$ cat config.mk
export PLATFORM = sky130hd
export DESIGN_NAME = bus_interconnect
export DESIGN_NICKNAME = d
export VERILOG_FILES = /design/src/rtl/bus_map_pkg.sv /design/src/rtl/bus_timeout.sv /design/src/rtl/bus_interconnect.sv
export SDC_FILE = /design/constraint.sdc
export NUM_CORES = 1
export LEC_CHECK = 0
export BUFFER_PORTS_ARGS = -buffer_cell sky130_fd_sc_hd__buf_2
export CAP_MARGIN = 10
export CORE_ASPECT_RATIO = 2
export CORE_UTILIZATION = 49
export CTS_CLUSTER_DIAMETER = 30
export DETAILED_ROUTE_END_ITERATION = 10
export PLACE_DENSITY = 0.81
export SETUP_SLACK_MARGIN = 0.15
export SLEW_MARGIN = 20
export SYNTH_ARGS = -nofsm -noshare
export SYNTH_HDL_FRONTEND = slang
export SYNTH_SLANG_ARGS = --single-unit
$ cat constraint.sdc
create_clock -name clk -period 2.2 [get_ports clk]
set_input_delay 0.55 -clock clk [delete_from_list [all_inputs] [get_ports clk]]
set_output_delay 0.55 -clock clk [all_outputs]
set_load 0.02 [all_outputs]
$ cat src/rtl/bus_map_pkg.sv
// Shared address map, FSM encoding and slave indices for the CPU bus interconnect.
// Region matching is a pure mask compare; masks derive from constant sizes only.
package bus_map_pkg;

  typedef enum logic [1:0] {
    ST_IDLE   = 2'd0,
    ST_ACCESS = 2'd1,
    ST_RESP   = 2'd2
  } state_t;

  localparam int NUM_SLV    = 3;
  localparam int SLV_ROM    = 0;
  localparam int SLV_SRAM   = 1;
  localparam int SLV_PERIPH = 2;

  localparam logic [31:0] ROM_BASE_DEF    = 32'h0000_0000;
  localparam logic [31:0] SRAM_BASE_DEF   = 32'h0002_0000;
  localparam logic [31:0] SRAM_BYTES_DEF  = 32'h0001_0000;
  localparam logic [31:0] PERIPH_BASE_DEF = 32'h0100_0000;

  localparam logic [31:0] ROM_MASK    = 32'hFFFF_FFF0;
  localparam logic [31:0] PERIPH_MASK = 32'hFFFF_F000;

  function automatic logic [31:0] size_mask(input logic [31:0] bytes);
    return ~(bytes - 32'd1);
  endfunction

  function automatic logic region_hit(input logic [31:0] addr,
                                      input logic [31:0] base,
                                      input logic [31:0] mask);
    return (addr & mask) == (base & mask);
  endfunction

endpackage

$ cat src/rtl/bus_timeout.sv
// ACCESS-phase watchdog: cleared when a transfer starts, counts while the
// access is outstanding, and flags expiry in the last allowed cycle.
module bus_timeout #(
  parameter int TIMEOUT_CYCLES = 255
) (
  input  logic clk,
  input  logic reset_n,
  input  logic start,
  input  logic active,
  output logic expire
);

  localparam int CW = $clog2(TIMEOUT_CYCLES + 1);
  localparam logic [CW-1:0] LAST = CW'(TIMEOUT_CYCLES - 1);

  logic [CW-1:0] count;

  // Holds at LAST so the counter can never wrap back into a live range.
  always_ff @(posedge clk or negedge reset_n) begin
    if (!reset_n) begin
      count <= '0;
    end else if (start) begin
      count <= '0;
    end else if (active && (count != LAST)) begin
      count <= count + CW'(1);
    end
  end

  assign expire = active && (count == LAST);

endmodule

$ cat src/rtl/bus_interconnect.sv
// Single-master interconnect: decodes a CPU request onto ROM, SRAM or a
// peripheral slave, with a forced error completion for unmapped or stuck accesses.
module bus_interconnect
  import bus_map_pkg::*;
#(
  parameter logic [31:0] ROM_BASE       = ROM_BASE_DEF,
  parameter logic [31:0] SRAM_BASE      = SRAM_BASE_DEF,
  parameter logic [31:0] SRAM_BYTES     = SRAM_BYTES_DEF,
  parameter logic [31:0] PERIPH_BASE    = PERIPH_BASE_DEF,
  parameter int          TIMEOUT_CYCLES = 255
) (
  input  logic        clk,
  input  logic        reset_n,
  input  logic        mem_valid,
  input  logic        mem_instr,
  input  logic [31:0] mem_addr,
  input  logic [31:0] mem_wdata,
  input  logic [3:0]  mem_wstrb,
  output logic        mem_ready,
  output logic [31:0] mem_rdata,
  output logic [29:0] slv_addr,
  output logic [31:0] slv_wdata,
  output logic [3:0]  slv_wstrb,
  output logic        rom_select,
  output logic        sram_select,
  output logic        periph_select,
  input  logic        rom_ready,
  input  logic        sram_ready,
  input  logic        periph_ready,
  input  logic [31:0] rom_rdata,
  input  logic [31:0] sram_rdata,
  input  logic [31:0] periph_rdata,
  output logic        bus_err,
  output logic [31:0] err_addr
);

  localparam logic [31:0] SRAM_MASK = size_mask(SRAM_BYTES);

  state_t               state, state_next;
  logic [NUM_SLV-1:0]   sel, dec;
  logic [31:0]          req_addr;
  logic [31:0]          sel_rdata;
  logic                 mapped, accept, in_access, sel_ready, expire;
  logic                 unused;

  assign unused = mem_instr;

  always_comb begin
    dec = '0;
    if (region_hit(mem_addr, ROM_BASE, ROM_MASK)) begin
      dec[SLV_ROM] = 1'b1;
    end else if (region_hit(mem_addr, SRAM_BASE, SRAM_MASK)) begin
      dec[SLV_SRAM] = 1'b1;
    end else if (region_hit(mem_addr, PERIPH_BASE, PERIPH_MASK)) begin
      dec[SLV_PERIPH] = 1'b1;
    end
  end

  assign mapped    = |dec;
  assign in_access = (state == ST_ACCESS);
  assign accept    = (state == ST_IDLE) && mem_valid && mapped;

  // Only the selected slave's ready counts, and sel is zero outside ACCESS.
  assign sel_ready = (sel[SLV_ROM]    & rom_ready)  |
                     (sel[SLV_SRAM]   & sram_ready) |
                     (sel[SLV_PERIPH] & periph_ready);

  always_comb begin
    sel_rdata = '0;
    if (sel[SLV_ROM])         sel_rdata = rom_rdata;
    else if (sel[SLV_SRAM])   sel_rdata = sram_rdata;
    else if (sel[SLV_PERIPH]) sel_rdata = periph_rdata;
  end

  bus_timeout #(
    .TIMEOUT_CYCLES(TIMEOUT_CYCLES)
  ) u_timeout (
    .clk    (clk),
    .reset_n(reset_n),
    .start  (accept),
    .active (in_access),
    .expire (expire)
  );

  always_ff @(posedge clk or negedge reset_n) begin
    if (!reset_n) state <= ST_IDLE;
    else          state <= state_next;
  end

  always_comb begin
    state_next = state;
    case (state)
      ST_IDLE:   if (mem_valid) state_next = mapped ? ST_ACCESS : ST_RESP;
      ST_ACCESS: if (sel_ready || expire) state_next = ST_RESP;
      ST_RESP:   state_next = ST_IDLE;
      default:   state_next = ST_IDLE;
    endcase
  end

  always_ff @(posedge clk or negedge reset_n) begin
    if (!reset_n) begin
      sel       <= '0;
      slv_addr  <= '0;
      slv_wdata <= '0;
      slv_wstrb <= '0;
      req_addr  <= '0;
      mem_ready <= 1'b0;
      mem_rdata <= '0;
      bus_err   <= 1'b0;
      err_addr  <= '0;
    end else begin
      case (state)
        ST_IDLE: begin
          if (mem_valid && mapped) begin
            sel       <= dec;
            slv_addr  <= mem_addr[31:2];
            slv_wdata <= mem_wdata;
            slv_wstrb <= mem_wstrb;
            req_addr  <= mem_addr;
          end else if (mem_valid) begin
            mem_ready <= 1'b1;
            mem_rdata <= '0;
            bus_err   <= 1'b1;
            err_addr  <= mem_addr;
          end
        end
        ST_ACCESS: begin
          // A ready in the expiry cycle still wins: the data is real.
          if (sel_ready) begin
            sel       <= '0;
            mem_ready <= 1'b1;
            mem_rdata <= sel_rdata;
          end else if (expire) begin
            sel       <= '0;
            mem_ready <= 1'b1;
            mem_rdata <= '0;
            bus_err   <= 1'b1;
            err_addr  <= req_addr;
          end
        end
        ST_RESP: begin
          mem_ready <= 1'b0;
          bus_err   <= 1'b0;
        end
        default: ;
      endcase
    end
  end

  assign rom_select    = sel[SLV_ROM];
  assign sram_select   = sel[SLV_SRAM];
  assign periph_select = sel[SLV_PERIPH];

endmodule

### Yosys cells after proc, flatten, opt, wreduce, memory -nomap -nowiden

Cells that the tools add are included.

| word-level totals | value |
|---|---|
| register bits after elaboration | 177 |

| operators by class | value |
|---|---|
| add/sub/neg operators | 1 |
| eq/ne operators | 13 |
| muxes and demuxes | 35 |
| bitwise gates (word level) | 5 |
| reduce and logical (&&, ||, !) cells | 19 |

Operators with widths:

| kind | number |
|---|---|
| $mux W32 | 11 |
| $pmux W32 S2 | 2 |
| $logic_not A32 Y1 | 1 |
| $eq A20 B13 Y1 const B | 1 |
| $eq A16 B2 Y1 const B | 1 |
| $mux W8 | 2 |
| $ne A2 B2 Y1 const B | 5 |
| $reduce_and A5 Y1 | 2 |
| $mux W1 | 9 |
| $mux W3 | 3 |
| $add A8 B1 Y8 const B | 1 |
| $eq A8 B8 Y1 const B | 1 |
| $mux W2 | 4 |
| $ne A8 B8 Y1 const B | 1 |
| $reduce_and A4 Y1 | 2 |
| $pmux W1 S3 | 2 |
| $pmux W3 S2 | 1 |
| $logic_and A1 B1 Y1 | 5 |
| $pmux W2 S2 | 1 |
| $reduce_and A2 Y1 | 2 |
| $reduce_bool A2 Y1 | 2 |
| $and A1 B1 Y1 | 3 |
| $ne A3 B3 Y1 const B | 1 |
| $reduce_and A3 Y1 | 1 |
| other kinds (8) | 9 |

### Logic depth before layout (Yosys ltp)

| depth | value |
|---|---|
| depth after elaboration | 8 |
| mapped depth | 9 |
| depth with buffers taken out | 7 |

### Hierarchy

Synthesis repeated with hierarchy kept, for this count alone.

| second synthesis, totals | value |
|---|---|
| cells, all modules | 675 |
| area total of the unflattened synthesis | 7425.9 µm² |

Modules (own cells, without submodules):

| module | times used | cells an instance | area an instance (µm²) |
|---|---|---|---|
| bus_interconnect | 1 | 628 | 6920.4 |
| bus_timeout | 1 | 47 | 505.5 |

### Worst setup path before layout

Ideal clock, no wire load.

| timing path | value |
|---|---|
| path kind | input port to flip-flop |
| start point | input mem_addr[30] |
| end point | register err_addr[18] |
| data arrival time | 1944 ps |
| slack | 133 ps |
| cell stages on the path | 8 |
| buffers on the path | 3 |
| cell sequence | nor4_1 > and4_1 > buf_4 > nand4_1 > and3b_1 > buf_6 > buf_6 > o221a_1 |

| between the ends | value |
|---|---|
| cells in the longest elaborated chain, start to end | 8 |
| elaborated cells on any way between the ends | 12 |
| classes of those cells | eq/ne: 3; mux: 5; reduce/logical: 4 |

RTL lines:

| item | RTL line | RTL |
|---|---|---|
| start: declaration | bus_interconnect.sv:16 | `input logic [31:0] mem_addr,` |
| $eq A20 B13 Y1 | bus_map_pkg.sv:31 | `return (addr & mask) == (base & mask);` |
| $mux W1 | bus_interconnect.sv:54 | `end else if (region_hit(mem_addr, PERIPH_BASE, PERIPH_MASK)) begin` |
| $mux W1 | bus_interconnect.sv:52 | `end else if (region_hit(mem_addr, SRAM_BASE, SRAM_MASK)) begin` |
| $mux W2 | bus_interconnect.sv:50 | `if (region_hit(mem_addr, ROM_BASE, ROM_MASK)) begin` |
| $reduce_or A3 Y1 (*) | bus_interconnect.sv:59 | `assign mapped = \|dec;` |
| $logic_and A1 B1 Y1 (*) | bus_interconnect.sv:114 | `if (mem_valid && mapped) begin` |
| $ne A2 B2 Y1 (no source line) (*) | n/a |  |
| $reduce_and A5 Y1 (no source line) (*) | n/a |  |
| end signal: assignment | bus_interconnect.sv:124 | `err_addr <= mem_addr;` |
| end signal: assignment | bus_interconnect.sv:138 | `err_addr <= req_addr;` |
| end: declaration | bus_interconnect.sv:34 | `output logic [31:0] err_addr` |

Every way passes the cells marked *; elsewhere a longest branch is shown, timed or not.
A chain may end at the register's enable or synchronous reset.

### Worst setup path after layout

| timing path | value |
|---|---|
| start point | input mem_addr[30] |
| end point | register sel[2] |

| between the ends | value |
|---|---|
| cells in the longest elaborated chain, start to end | 8 |
| elaborated cells on any way between the ends | 14 |
| classes of those cells | eq/ne: 3; mux: 7; reduce/logical: 4 |

RTL lines:

| item | RTL line | RTL |
|---|---|---|
| $eq A20 B13 Y1 | bus_map_pkg.sv:31 |  |
| $mux W1 | bus_interconnect.sv:54 |  |
| $mux W1 | bus_interconnect.sv:52 |  |
| $mux W2 | bus_interconnect.sv:50 |  |
| $reduce_or A3 Y1 | bus_interconnect.sv:59 |  |
| $logic_and A1 B1 Y1 | bus_interconnect.sv:114 |  |
| $ne A2 B1 Y1 (no source line) | n/a |  |
| $reduce_and A3 Y1 (no source line) | n/a |  |
| end signal: assignment | bus_interconnect.sv:115 | `sel <= dec;` |
| end signal: assignment | bus_interconnect.sv:130 | `sel <= '0;` |
| end signal: assignment | bus_interconnect.sv:134 | `sel <= '0;` |
| end: declaration | bus_interconnect.sv:40 | `logic [NUM_SLV-1:0] sel, dec;` |

Several ways; a longest one is shown, not always the timed one. The select of a mux whose other input is x is not followed.

==> flow_summary.toml <==
[setup_path]
crit_arrival_ns = 2.34
worst-setup-path-type = "primary input to flop"
worstPathRequired_ns = 2.54
ff2ff_setup_slack_ns = 0.25
start_kind = "primary input"
end_kind = "flop"
worstPathMaxFanout = 3

[synthesis]
yosysTopAreaCell = "dfrtp_1"
syn_nets = 900
synth_area_leaders = "dfrtp_1 48%, mux2_2 8.3%, o221a_1 4.4%, mux2i_1 4.3%, a311oi_1 3.6%"
ys.flop_type = "dfrtp_1"
synth_seq_area_share_pct = 48.2
async_flop_share_pct = 100
avgSynthCellArea_sq_um = 10.5
yosysWarningCount = 0
synth.ff_latch_count = 147
synth_cell_type_count = 49
syn_inst = 724
synth-edff-count = 0
synth_top_area_share_pct = 48.2
synth_area_sq_um = 7640

[floorplanning]
ios = 306
dieHeight_microns = 179
fp.dieW_microns = 90.3
start_util_pct = 49.9
fp.coreArea_sq_um = 15300
dieArea_sq_um = 16100
placementRows = 64

[timing]
drv_slew = 0
rsz0062_at_grt = "false"
tns_ns = 0
post-route-min-period_ns = 2.00
relSlewSlack_pct = 65.4
timing.fmax_mhz = 499
fin_skew_ns = 0.00671
hold_violations = 0
finalCritPeriodShare_pct = 91.0
finalSetupViolCount = 0
tightest_slew_ns = 0.516

[detailed_routing]
vias = 6743
drc_errors = 0
drt_iter0_drc = 249
wl_microns = 21300
dr.pass1.iters = 5
via_per_inst = 5.50
post_drt_wl_per_cell_microns = 17.4
detail-route-antenna-nets = 0

[power]
p_comb_share_pct = 28.3
seq_power_share_pct = 38.5
ir_worst_vdd_uv = 687
p_switching_mw = 2.73
internal-power_mw = 5.82
sw_frac_of_total_pct = 31.9
power-per-cell-area_nw_per_um2 = 849
p_leak_nw = 5.04
p_clk_share_pct = 33.2
power_mw = 8.55

[hold_path]
hold_class = "primary input to asynchronous set/reset pin"

[global_routing]
track_usage_pct = 26.6
grt_pass1_wl_microns = 33600
antenna_found_initial = 0
grt_overflow = 0
grt_pass1_vias = 6770
grt_max_degree = 67

[finish]
drive_gt1_share_pct = 45.5
antennaDiodeCount = 0
layout_common_cells = "303 x buf_2, 146 x dfrtp_1, 69 x nand2_1, 56 x mux2_2, 53 x buf_4"
multi_input_area_sq_um = 3370
fillers = 1280
areaGrowthSynthToFinish_pct = 31.8
final_common_cell = "buf_2"
seqCellArea_sq_um = 3680
final_nets = 1193

[clock_network]
clk_pin_slew_worst_paths_ns = 0.06
cts_sinks = 147
cts_root_buf = "clkbuf_16"
cts_inserted_buffers = 17
post-cts-setup-buffers = 0
insertion_delay_ns = 0.41
clock_path_buffers = 2
hold_buffers = 0
htreeDepth = 4
cts_tree = "done"

[placement]
io_buffers = 304
gp_congestion = 0.855
dp_hpwl_microns = 15600

[job]
cap_violations = 0

[run_status]
status = "completed"
-- per-layer routing --
| metal | vias up | GRT usage, % | wire length (microns) |
|---|---|---|---|
| met3 | 47 | 4.90 | 1200 |
| met4 | 0 | 14.4 | 921 |
| met1 | 3245 | 27.9 | 7660 |
| li1 | 3147 | - | - |
| met2 | 304 | 49.8 | 11500 |
| met5 | - | 0 | 0 |
-- power by group through the flow --
stage	clock network, mW	registers (mW)	logic (mW)
finish	2.84	3.29	2.42
global route	3.02	3.34	2.62
CTS	2.90	3.29	2.42
detailed placement	0	3.31	2.43
global placement	0	3.32	2.36
floorplan	0	3.64	1.15
-- kinds of logic after synthesis --
kind of cell / count (synthesis) / synth area share [%]
fa+ha+maj: 5 / 0.819
mux: 89 / 12.6
xor+xnor: 6 / 0.688
buf+inv: 130 / 8.93
simple gates: 162 / 9.72
compound gates: 185 / 19.1
flops: 147 / 48.2
-- cell usage after synthesis, types with 2 or more instances --
cell,count
a21oi_1,4
a22oi_1,32
a311oi_1,31
and2_1,15
buf_1,2
buf_2,14
buf_4,33
buf_6,7
clkbuf_1,33
dfrtp_1,147
ha_1,5
inv_1,41
mux2_2,56
mux2i_1,33
nand2_1,69
nand3_1,4
nand4_1,5
nor2_1,51
nor2b_1,4
nor4_1,3
nor4_2,3
o21ai_0,37
o21ai_1,2
o21bai_1,33
o221a_1,30
o221a_2,2
xnor2_1,6
-- path summary, 6_finish.rpt --
| check | end | from | cells after the start |
|---|---|---|---|
| worst max-delay path | sel[2] | mem_addr[30] | 7 |
| worst min register to register | slv_wdata[22] | slv_wdata[22] | 1 |
| worst max register to register | err_addr[1] | state[0] | 8 |
| max in group asynchronous | mem_rdata[5] | reset_n | 2 |
| worst min-delay path | mem_rdata[15] | reset_n | 1 |
| min in group clk | slv_wdata[1] | mem_wdata[1] | 2 |
-- worst max-delay path, stage by stage --
cell and delay (ns):
buf_2 0.12, nor4_4 0.32, buf_4 0.16, nand4_1 0.18, or4b_4 0.53, a2111o_1 0.40, o21ai_1 0.08
-- layout make-up --
type	count	share of cell area, %
sequential	147	36.5
inverter	41	1.53
timing repair buffer	363	20.2
clock inverter	8	1.03
multi-input combinational	447	33.5
clock buffer	22	4.71
tap	198	2.46
-- what timing repair did --
item                                    in CTS  in global routing
resized for setup                            3                  7
endpoints found under the setup margin       3                 55
cloned                                       0                  0
-- stage by stage --
stage	area, sq um	std cells	hold slack (ns)	utilization [%]	setup slack [ns]
6_report	10100	1226	0.0787	65.8	0.197
5_1_grt	10100	1226	0.106	65.8	0.140
4_1_cts	10000	1226	0.0839	65.6	0.161
3_5_place_dp	9440	1196	0.487	61.7	-0.284
3_3_place_gp	9440	1196	0.482	61.7	-0.236
2_1_floorplan	7660	724	0.254	-	0.153
-- sequential cells by signal, summed over array words and instances, names as in the netlist --
| signal | count |
|---|---|
| err_addr | 32 |
| mem_rdata | 32 |
| slv_wdata | 32 |
| slv_addr | 29 |
| u_timeout.count | 8 |
| slv_wstrb | 4 |
| req_addr | 3 |
| sel | 3 |
| state | 2 |
| bus_err | 1 |
| mem_ready | 1 |
(Power assumes the default switching activity.)
